### config.mk
export PLATFORM = sky130hd
export DESIGN_NAME = fetch_stage_flat
export DESIGN_NICKNAME = d
export VERILOG_FILES = /design/src/rtl/fetch_stage_if.sv /design/src/rtl/fetch_stage.sv /design/src/flat_wrapper.sv
export SDC_FILE = /design/constraint.sdc
export NUM_CORES = 1
export LEC_CHECK = 0
export CORE_ASPECT_RATIO = 1.1
export CORE_UTILIZATION = 25
export CTS_BUF_LIST = sky130_fd_sc_hd__clkbuf_4
export CTS_CLUSTER_SIZE = 12
export DETAILED_ROUTE_END_ITERATION = 12
export GPL_TIMING_DRIVEN = 0
export PLACE_DENSITY_LB_ADDON = 0.15
export SETUP_SLACK_MARGIN = 0.1
export SYNTH_ARGS = -nofsm -noshare
export SYNTH_HDL_FRONTEND = slang
export SYNTH_SLANG_ARGS = --single-unit
### constraint.sdc
create_clock -name clk -period 2.9 [get_ports clk]
set_input_delay 0.29 -clock clk [delete_from_list [all_inputs] [get_ports clk]]
set_output_delay 0.29 -clock clk [all_outputs]
set_load 0.02 [all_outputs]
### src/rtl/fetch_stage_if.sv
`default_nettype none
// ============================================================================
// Module   : fetch_stage_if
// Brief    : Fetch-stage bundle: hazard/redirect controls, imem port, IF/ID outputs.
// Revision : 1.0
// ============================================================================
interface fetch_stage_if;
    logic        stall;
    logic        redirect;
    logic [15:0] redirect_pc;
    logic [15:0] imem_addr;
    logic [15:0] imem_rdata;
    logic [15:0] pc_out;
    logic [15:0] if_instruction;
    logic [15:0] id_instr;
    logic [15:0] id_pc_plus2;
    logic        id_valid;
    logic        fetch_halted;
    logic [15:0] fetch_count;

    // The fetch stage drives the memory address and the IF/ID contents.
    modport master (
        input  stall, redirect, redirect_pc, imem_rdata,
        output imem_addr, pc_out, if_instruction,
        output id_instr, id_pc_plus2, id_valid, fetch_halted, fetch_count
    );

    modport slave (
        output stall, redirect, redirect_pc, imem_rdata,
        input  imem_addr, pc_out, if_instruction,
        input  id_instr, id_pc_plus2, id_valid, fetch_halted, fetch_count
    );
endinterface
`default_nettype wire

### src/rtl/fetch_stage.sv
`default_nettype none
// ============================================================================
// Module   : fetch_stage
// Brief    : WISC instruction fetch with IF/ID register, stall, redirect, HLT freeze.
// Revision : 1.0
// ============================================================================
module fetch_stage #(
    parameter logic [15:0] RESET_PC   = 16'h0000,
    parameter logic [15:0] NOP_INSTR  = 16'h0000,
    parameter logic [3:0]  HLT_OPCODE = 4'hF
) (
    input  logic          clk,
    input  logic          rst_n,
    fetch_stage_if.master fif
);
    localparam logic [15:0] c_PC_STEP   = 16'd2;
    localparam logic [15:0] c_COUNT_MAX = 16'hFFFF;

    logic [15:0] r_pc;
    logic [15:0] r_idInstr;
    logic [15:0] r_idPcPlus2;
    logic        r_idValid;
    logic        r_halted;
    logic [15:0] r_count;

    logic        w_isHlt;
    logic [15:0] w_pcPlus2;

    assign w_isHlt   = (fif.imem_rdata[15:12] == HLT_OPCODE);
    assign w_pcPlus2 = r_pc + c_PC_STEP;

    // Priority: reset > redirect > stall > halted > normal fetch.
    always_ff @(posedge clk) begin
        if (!rst_n) begin
            r_pc        <= RESET_PC;
            r_idInstr   <= NOP_INSTR;
            r_idPcPlus2 <= 16'h0000;
            r_idValid   <= 1'b0;
            r_halted    <= 1'b0;
            r_count     <= 16'h0000;
        end else if (fif.redirect) begin
            // A HLT sitting in the branch shadow is squashed along with IF.
            r_pc      <= fif.redirect_pc;
            r_idInstr <= NOP_INSTR;
            r_idValid <= 1'b0;
            r_halted  <= 1'b0;
        end else if (fif.stall) begin
            r_pc <= r_pc;
        end else if (r_halted) begin
            r_idInstr <= NOP_INSTR;
            r_idValid <= 1'b0;
        end else begin
            r_idInstr   <= fif.imem_rdata;
            r_idPcPlus2 <= w_pcPlus2;
            r_idValid   <= 1'b1;
            if (r_count != c_COUNT_MAX) begin
                r_count <= r_count + 16'd1;
            end
            // The HLT itself is passed to ID once; fetch then freezes on it.
            if (w_isHlt) begin
                r_halted <= 1'b1;
            end else begin
                r_pc <= w_pcPlus2;
            end
        end
    end

    assign fif.imem_addr      = r_pc;
    assign fif.pc_out         = r_pc;
    assign fif.if_instruction = fif.imem_rdata;
    assign fif.id_instr       = r_idInstr;
    assign fif.id_pc_plus2    = r_idPcPlus2;
    assign fif.id_valid       = r_idValid;
    assign fif.fetch_halted   = r_halted;
    assign fif.fetch_count    = r_count;
endmodule
`default_nettype wire

### src/flat_wrapper.sv
// flat-port wrapper written by rule: the top's interface ports become plain ports
module fetch_stage_flat 
#(
    parameter logic [15:0] RESET_PC   = 16'h0000,
    parameter logic [15:0] NOP_INSTR  = 16'h0000,
    parameter logic [3:0]  HLT_OPCODE = 4'hF
)
  (clk, rst_n, fif_stall, fif_redirect, fif_redirect_pc, fif_imem_rdata, fif_imem_addr, fif_pc_out, fif_if_instruction, fif_id_instr, fif_id_pc_plus2, fif_id_valid, fif_fetch_halted, fif_fetch_count);
  fetch_stage_if fif_i ();
  input  logic clk;
  input  logic rst_n;
  input wire logic [$bits(fif_i.stall)-1:0] fif_stall;
  input wire logic [$bits(fif_i.redirect)-1:0] fif_redirect;
  input wire logic [$bits(fif_i.redirect_pc)-1:0] fif_redirect_pc;
  input wire logic [$bits(fif_i.imem_rdata)-1:0] fif_imem_rdata;
  output wire logic [$bits(fif_i.imem_addr)-1:0] fif_imem_addr;
  output wire logic [$bits(fif_i.pc_out)-1:0] fif_pc_out;
  output wire logic [$bits(fif_i.if_instruction)-1:0] fif_if_instruction;
  output wire logic [$bits(fif_i.id_instr)-1:0] fif_id_instr;
  output wire logic [$bits(fif_i.id_pc_plus2)-1:0] fif_id_pc_plus2;
  output wire logic [$bits(fif_i.id_valid)-1:0] fif_id_valid;
  output wire logic [$bits(fif_i.fetch_halted)-1:0] fif_fetch_halted;
  output wire logic [$bits(fif_i.fetch_count)-1:0] fif_fetch_count;
  assign fif_i.stall = fif_stall;
  assign fif_i.redirect = fif_redirect;
  assign fif_i.redirect_pc = fif_redirect_pc;
  assign fif_i.imem_rdata = fif_imem_rdata;
  assign fif_imem_addr = fif_i.imem_addr;
  assign fif_pc_out = fif_i.pc_out;
  assign fif_if_instruction = fif_i.if_instruction;
  assign fif_id_instr = fif_i.id_instr;
  assign fif_id_pc_plus2 = fif_i.id_pc_plus2;
  assign fif_id_valid = fif_i.id_valid;
  assign fif_fetch_halted = fif_i.fetch_halted;
  assign fif_fetch_count = fif_i.fetch_count;
  fetch_stage #(.RESET_PC(RESET_PC), .NOP_INSTR(NOP_INSTR), .HLT_OPCODE(HLT_OPCODE)) u_core (.clk(clk), .rst_n(rst_n), .fif(fif_i));
endmodule
==> flow_summary.toml, run 1 <==
[logic_synthesis]
synth_nets = 411
synth_area_leaders = "dfxtp_1 (41%), buf_4 (7.9%), a21oi_1 (4.3%)"
synth_top_flop_cell = "dfxtp_1"
yosysTopAreaCell = "dfxtp_1"
synth_seq_cells = 66
postSynthAreaPerCell_um2 = 8.66
yosysMostFrequentCell = "dfxtp_1"
synthesis.area_um2 = 3230
synth_top_area_share = 0.409
synth_warnings = 0
async_flop_share = 0
synth_edf_count = 0
seq_area_frac_synth = 0.409
synth_cells = 373
yosys-top-cells-count = "dfxtp_1 (66), buf_4 (34), nor2_1 (32)"
synthDistinctLibCells = 46

[power]
p_seq_frac = 0.483
ir_drop_mv = 0.173
finalPower_mw = 2.05
clkPwrFrac = 0.296
p_per_area_nw_per_um2 = 420
p_leak_nw = 1.77
switchingPower_mw = 0.617
p_sw_frac = 0.301
combPwrFrac = 0.221
internal-power_mw = 1.43

[worst_setup_path]
path_max_fanout = 9
ff2ff_path_depth = 5
cp.depth = 5
crit_family = "simple AND/OR/NAND/NOR gates"
crit_type = "reg2reg"
crit_chain = "ha_1, nand3_1, nor4_2, a21boi_0, o311a_1"
max_stage_delay_ns = 0.50
cp-start-kind = "flip-flop"
cp_num_buf_inv = 0
end_kind = "flip-flop"
required_ns = 3.23
critical_path.slowest_cell = "dfxtp_1"
worstPathArrival_ns = 2.43

[drt]
route.layer.met1.wl_mm = 4.63
num_vias = 3241
wl_met3_um = 424
drt-pass1-iter-count = 6
dr_wl_met2_mm = 5.20
routed_wirelength_mm = 10.4
drc = 0
drt_iter0_drc = 101
viasPerCell = 4.78
ant_nets = 0
highest_layer = "met4"
post_drt_wl_per_cell_um = 15.3

[floorplan]
dieArea_um2 = 13400
ios = 134
fp.coreArea_um2 = 12600
initial_core_util = 0.257
row_count = 43
die_h_um = 121
die_w_um = 110

[clocking]
cts_resized = 0
cts_buffer_depth = 2
cts-root-buf = "clkbuf_4"
clkTransAtPathRegs_ns = 0.12
htree_levels = 3
numCtsBuffers = 9
clock_sinks = 66
cts_tree = "yes"
clock_latency_ns = 0.43
cts_setup_buffers = 0
cts_hold_buf = 0

[sta]
drv_slew = 0
tightest_slew_ns = 0.602
slew_headroom = 0.597
setup_violations = 0
fin_setup_tns_ns = 0
skew_ns = 0.0149
rsz0062_at_grt = "no"
period_share = 0.724
fmax_mhz = 476
setup_slack_ns = 0.799
finalCriticalPeriod_ns = 2.10
finalHoldViolCount = 0

[global_route]
grt_pass1_wl_mm = 16.5
gr-usage-all-layers = 0.165
grt_max_degree = 12
overflow = 0
antenna_found_initial = 0
grt_pass1_vias = 3206

[cells_and_area]
nets = 554
synthToLayoutAreaGrowth_pct = 50.9
final_area_um2 = 4870
drive_above_1_share = 0.121
diodes = 0

[place]
placed_area_um2 = 4750
gp_congestion = 0.785
portBuffers = 132
dp_slack_ns = 0.553
dp.final_hpwl_mm = 7.76

[min_path]
hp-class = "in2reg"
min_path_cells = 3

[job]
drv_cap = 0

[outcome]
status = "complete, no violations"
layout by cell type, fill, tap and decap left out, types with 3 or more instances in the layout:
| master | count |
|---|---|
| nand4_1 | 10 |
| or3_1 | 6 |
| xor2_1 | 9 |
| clkbuf_1 | 11 |
| clkdlybuf4s50_1 | 132 |
| or4_1 | 4 |
| a31oi_1 | 6 |
| clkinv_2 | 3 |
| nor3_1 | 7 |
| dfxtp_1 | 66 |
| buf_1 | 3 |
| and4_1 | 6 |
| nand3_1 | 9 |
| o311a_1 | 4 |
| buf_2 | 6 |
| nor2_1 | 32 |
| nand3b_1 | 4 |
| clkinv_1 | 3 |
| o21ai_0 | 25 |
| o31ai_1 | 6 |
| nand2_1 | 22 |
| nand2b_1 | 5 |
| a21oi_1 | 28 |
| mux2i_1 | 4 |
| a211oi_1 | 5 |
| buf_4 | 34 |
| xnor2_1 | 9 |
| and3_1 | 5 |
| clkbuf_4 | 9 |
| a22oi_1 | 16 |
state kept, by name (all words and copies together) (netlist names):
name / cells
u_core.fif.fetch_halted: 1
u_core.fif.imem_addr: 16
u_core.fif.id_instr: 16
u_core.fif.fetch_count: 16
u_core.fif.id_valid: 1
u_core.fif.id_pc_plus2: 16
final cells by class:
| type | count | area, µm² |
|---|---|---|
| clock buffer | 9 | 67.6 |
| tap | 157 | 196 |
| inverter | 3 | 11.3 |
| fill | 1361 | 7710 |
| clock inverter | 7 | 60.1 |
| timing repair buffer | 132 | 1320 |
| multi-input combinational | 249 | 1550 |
| buffer | 55 | 349 |
| sequential | 66 | 1320 |
worst min-delay path: cells and delay by family:
| kind | cells | cell delay, ns |
|---|---|---|
| muxes | 1 | 0.08 |
| buffers and inverters | 1 | 0.13 |
| and+or+nand+nor | 1 | 0.07 |
power by group through the flow:
| stage | combinational [mW] | clock, mW | sequential, mW |
|---|---|---|---|
| after floorplan | 0.188 | 0 | 1.04 |
| after detailed placement | 0.455 | 0 | 1.01 |
| after CTS | 0.457 | 0.627 | 0.990 |
| after global routing | 0.485 | 0.672 | 0.996 |
| after global placement | 0.454 | 0 | 1.01 |
| final | 0.452 | 0.605 | 0.989 |
logic make-up (layout without fill, tap and decap cells):
logic type,after synthesis,in the layout,share of synthesized area
AND/OR/NAND/NOR,125,125,0.215
AO/OA/AOI/OAI,100,100,0.196
flip-flops,66,66,0.409
buffers and inverters,58,206,0.112
XOR/XNOR,18,18,0.0488
multiplexers,4,4,0.0124
adder cells (fa/ha/maj),2,2,0.00775
metal layers:
metal	track usage	vias to the layer above
met5	0	-
met4	0.0666	0
met3	0.0322	10
met2	0.273	72
met1	0.207	1542
li1	-	1617
final timing paths:
kind | end | from | slack [ns]
setup / recovery | u_core.fif.imem_addr[15] | u_core.fif.imem_addr[1] | 0.80
hold / removal | u_core.fif.imem_addr[0] | fif_redirect | 0.18
hold reg to reg | u_core.fif.id_pc_plus2[0] | u_core.fif.id_pc_plus2[0] | 0.47
setup reg to reg | u_core.fif.imem_addr[15] | u_core.fif.imem_addr[1] | 0.80
metrics by stage:
stage                util  std cells  hold slack, ns
detailed placement  0.377        662           0.455
finish              0.387        678           0.184
global placement    0.377        662           0.446
global route        0.387        678           0.169
floorplan               -        373           0.434
CTS                 0.387        678           0.161
No activity file was read; power rests on OpenSTA's default activity.
==> run 2, diff against run 1 <==
==> constraint.sdc (replaced) <==
create_clock -name clk -period 1.8 [get_ports clk]
set_input_delay 0.18 -clock clk [delete_from_list [all_inputs] [get_ports clk]]
set_output_delay 0.18 -clock clk [all_outputs]
set_load 0.02 [all_outputs]
==> flow_summary.toml, run 2 (same netlist as run 1, synthesis figures left out) <==
[clocking]
cts-root-buf = "clkbuf_4"
cts_buffer_depth = 2
clock_latency_ns = 0.42
cts_hold_buf = 0
cts_tree = "yes"
clock_sinks = 66
numCtsBuffers = 9
clkTransAtPathRegs_ns = 0.13
htree_levels = 3

[cells_and_area]
postLayoutCoreUtil = 0.413
synthToLayoutAreaGrowth_pct = 61.0
fillers = 1327
mostFrequentLayoutCell = "clkdlybuf4s50_1"
diodes = 0
regArea_um2 = 1360
stdcell_count = 694
final_area_um2 = 5200
mostFrequentLayoutCells = "clkdlybuf4s50_1 (94), buf_4 (49), dfxtp_1 (46)"
drive_above_1_share = 0.218
nets = 570
multi_input_area_um2 = 1640

[place]
dpl.cell_count = 662
placed_area_um2 = 4760
dp.final_hpwl_mm = 7.87
dp_slack_ns = -0.451
gp_congestion = 0.787
portBuffers = 132

[sta]
tightest_slew_ns = 0.584
holdWs_ns = 0.0764
finalHoldViolCount = 0
finalCriticalPeriod_ns = 1.65
slew_headroom = 0.611
rsz0062_at_grt = "yes"
fin_setup_tns_ns = 0
fmax_mhz = 605
period_share = 0.919
setup_violations = 0
drv_slew = 0
setup_slack_ns = 0.146
skew_ns = 0.0166

[global_route]
grt.busiest_layer = "met2"
gr-usage-met3 = 0.0295
grt_use_met2 = 0.272
grt_pass1_vias = 3251
grt_pass1_wl_mm = 16.8
gr-usage-all-layers = 0.166
overflow = 0
met1_usage = 0.213
antenna_found_initial = 0
grt_max_degree = 13

[power]
finalPower_mw = 3.61
p_leak_nw = 2.20
p_per_area_nw_per_um2 = 695
ir_drop_mv = 0.363

[worst_setup_path]
cp-start-kind = "flip-flop"
crit_type = "reg2reg"
end_kind = "flip-flop"
required_ns = 2.10
worstPathArrival_ns = 1.96
crit_path_start = "u_core.fif.imem_addr[1]"
rr_startpoint = "u_core.fif.imem_addr[1]"
path_max_fanout = 9

[min_path]
hp-class = "in2reg"
min-delay-start = "fif_redirect"

[floorplan]
die_h_um = 121
fp.coreArea_um2 = 12600
initial_core_util = 0.257
ios = 134
die_w_um = 110
row_count = 43
dieArea_um2 = 13400

[drt]
routed_wirelength_mm = 10.8
num_vias = 3361
drt-pass1-iter-count = 4
drt_iter0_drc = 123
post_drt_wl_per_cell_um = 15.6
viasPerCell = 4.84
drc = 0
ant_nets = 0

[job]
drv_cap = 0

[outcome]
status = "complete, no violations"
## run 2: cell types whose count changed in the layout (fill, tap and decap cells not counted), sizes merged
cell and change:
buf +16, bufinv +2, dlygate4sd2 +28, dlymetal6s2s +10, clkinvlp +1, clkdlybuf4s50 -38
clkinv -3
## run 2: path summary, 6_finish.rpt
check | endpoint | slack [ns] | cells after the start
min | u_core.fif.imem_addr[12] | 0.08 | 2
max | u_core.fif.imem_addr[11] | 0.15 | 5
min reg2reg | u_core.fif.id_pc_plus2[0] | 0.47 | 2
max reg2reg | u_core.fif.imem_addr[11] | 0.15 | 5
## run 2: area by class of cell
class                   count  share of cell area
well taps                 157              0.0378
multi-input cells         249               0.316
repair buffers            149               0.276
flip-flops and latches     66               0.262
plain buffers              54              0.0698
inverters                   3             0.00217
clock inverters             7              0.0226
clock buffers               9              0.0130
## run 2: report_power, final
| group | internal (mW) | leakage, nW | switching (mW) |
|---|---|---|---|
| logic | 0.365 | 1.56 | 0.359 |
| registers | 1.52 | 0.549 | 0.0742 |
| clock network | 0.700 | 0.0898 | 0.592 |
| total | 2.59 | 2.20 | 1.03 |
## run 2: repair_timing
| action | 4_1_cts | 5_1_grt |
|---|---|---|
| setup buffers | 4 | 12 |
| gates cloned | 0 | 1 |
| resized for setup | 46 | 44 |
| pin swaps | 4 | 8 |
| endpoints found under the setup margin | 58 | 46 |
## run 2: critical path, cell delays in order, from the launching register on
cell and delay, ns:
dfxtp_4 0.41, ha_2 0.23, nand3_4 0.15, or2_2 0.36, o31ai_2 0.27, a31oi_1 0.11
## run 2: per-layer routing
layer,wire length [µm],vias up,share of wire
met2,5460,91,0.50
met4,70,0,0.0065
li1,-,1665,-
met1,4820,1599,0.44
met3,482,6,0.044
met5,0,-,0
==> run 3, diff against run 2 <==
==> constraint.sdc (replaced) <==
create_clock -name clk -period 1.47 [get_ports clk]
set_input_delay 0.147 -clock clk [delete_from_list [all_inputs] [get_ports clk]]
set_output_delay 0.147 -clock clk [all_outputs]
set_load 0.02 [all_outputs]
==> flow_summary.toml, run 3 (same netlist as run 1, synthesis figures left out) <==
[clocking]
cts_buffer_depth = 2
clock_sinks = 66
cts_tree = "yes"
cts-root-buf = "clkbuf_4"
clkTransAtPathRegs_ns = 0.12
htree_levels = 3
clock_latency_ns = 0.42
numCtsBuffers = 9
cts_hold_buf = 0

[place]
portBuffers = 132
dp.final_hpwl_mm = 7.78
gp_congestion = 0.790
placed_area_um2 = 4900
dp_slack_ns = -0.741
dpl.cell_count = 662

[power]
finalPower_mw = 4.04
p_sw_frac = 0.322
internal-power_mw = 2.74
combPwrFrac = 0.261
p_per_area_nw_per_um2 = 698
switchingPower_mw = 1.30
clkPwrFrac = 0.262
p_seq_frac = 0.476
p_leak_nw = 2.57
ir_drop_mv = 0.362

[cells_and_area]
stdcell_count = 745
postLayoutCoreUtil = 0.459
final_area_um2 = 5780
mostFrequentLayoutCells = "buf_4 (84), dlygate4sd2_1 (64), dfxtp_1 (37)"
mostFrequentLayoutCell = "buf_4"
nets = 621
synthToLayoutAreaGrowth_pct = 79.1
drive_above_1_share = 0.399

[worst_setup_path]
worstPathArrival_ns = 1.90
crit_type = "reg2reg"
path_max_fanout = 3
crit_chain = "buf_6, buf_6, and4_4, nand4_1, or3_1, a31oi_1"
rr_startpoint = "u_core.fif.imem_addr[5]"
cp-start-kind = "flip-flop"
max_stage_delay_ns = 0.36
required_ns = 1.82
critical_path.slowest_cell = "dfxtp_4"
end_kind = "flip-flop"
crit_path_start = "u_core.fif.imem_addr[5]"
path_common_cell = "buf_6"

[sta]
setup_violations = 15
fin_setup_tns_ns = -0.678
skew_ns = 0.0140
slew_headroom = 0.549
period_share = 1.06
setup_slack_ns = -0.0841
drv_slew = 0
fmax_mhz = 643
holdWs_ns = 0.0660
finalHoldViolCount = 0
finalCriticalPeriod_ns = 1.55
tightest_slew_ns = 0.676
rsz0062_at_grt = "yes"

[job]
drv_cap = 0

[outcome]
status = "finished with violations"
violations = "setup timing"

[drt]
num_vias = 3635
drc = 0
drt-pass1-iter-count = 5
drt_iter0_drc = 122
post_drt_wl_per_cell_um = 15.9
viasPerCell = 4.88
ant_nets = 0
routed_wirelength_mm = 11.9

[global_route]
grt_max_degree = 12
gr-usage-all-layers = 0.175
overflow = 0
grt_pass1_wl_mm = 17.6
grt_pass1_vias = 3365
antenna_found_initial = 1

[floorplan]
die_h_um = 121
die_w_um = 110
initial_core_util = 0.257
fp.coreArea_um2 = 12600
dieArea_um2 = 13400
row_count = 43
ios = 134

[min_path]
min-delay-start = "fif_redirect"
hp-class = "in2reg"
==> run 3: final timing paths <==
| kind | to | slack [ns] | cells after the start |
|---|---|---|---|
| min | u_core.fif.imem_addr[12] | 0.07 | 2 |
| min reg2reg | u_core.fif.id_valid | 0.48 | 2 |
| max | u_core.fif.imem_addr[14] | -0.08 | 6 |
| max reg2reg | u_core.fif.imem_addr[14] | -0.08 | 6 |
==> run 3: power groups by stage <==
stage                     Clock [mW]  Sequential (mW)  Combinational (mW)
final                           1.06             1.92                1.05
after global routing            1.18             1.94                1.13
after CTS                       1.09             1.94               0.939
after detailed placement           0             1.99               0.914
after global placement             0             1.99               0.911
after floorplan                    0             2.06               0.386
==> run 3: cell type report <==
class	count	area, µm²
flip-flops and latches	66	1410
plain buffers	55	419
clock inverters	5	30.0
diodes	1	2.50
inverters	3	11.3
repair buffers	198	1780
well taps	157	196
multi-input cells	250	1860
fillers	1272	6810
clock buffers	10	75.1
==> run 3: metal layers <==
metal,GRT usage,share of wire
met5,0,0
met4,0.0609,0.022
met3,0.0365,0.053
met2,0.304,0.51
met1,0.209,0.42
==> run 3: timing repair <==
| item | 4_1_cts | 5_1_grt |
|---|---|---|
| resized for setup | 200 | 103 |
| endpoints found under the setup margin | 155 | 84 |
| cloned | 3 | 1 |
| setup buffers | 32 | 32 |
| pin swaps | 30 | 37 |
| endpoints found under the hold margin | 0 | 0 |
==> run 3: worst max-delay path: cells and delay by family (launching register included) <==
family | cells | cell delay (ns)
compound gates | 1 | 0.17
buf+inv | 2 | 0.19
simple gates | 3 | 0.77
flops | 1 | 0.36
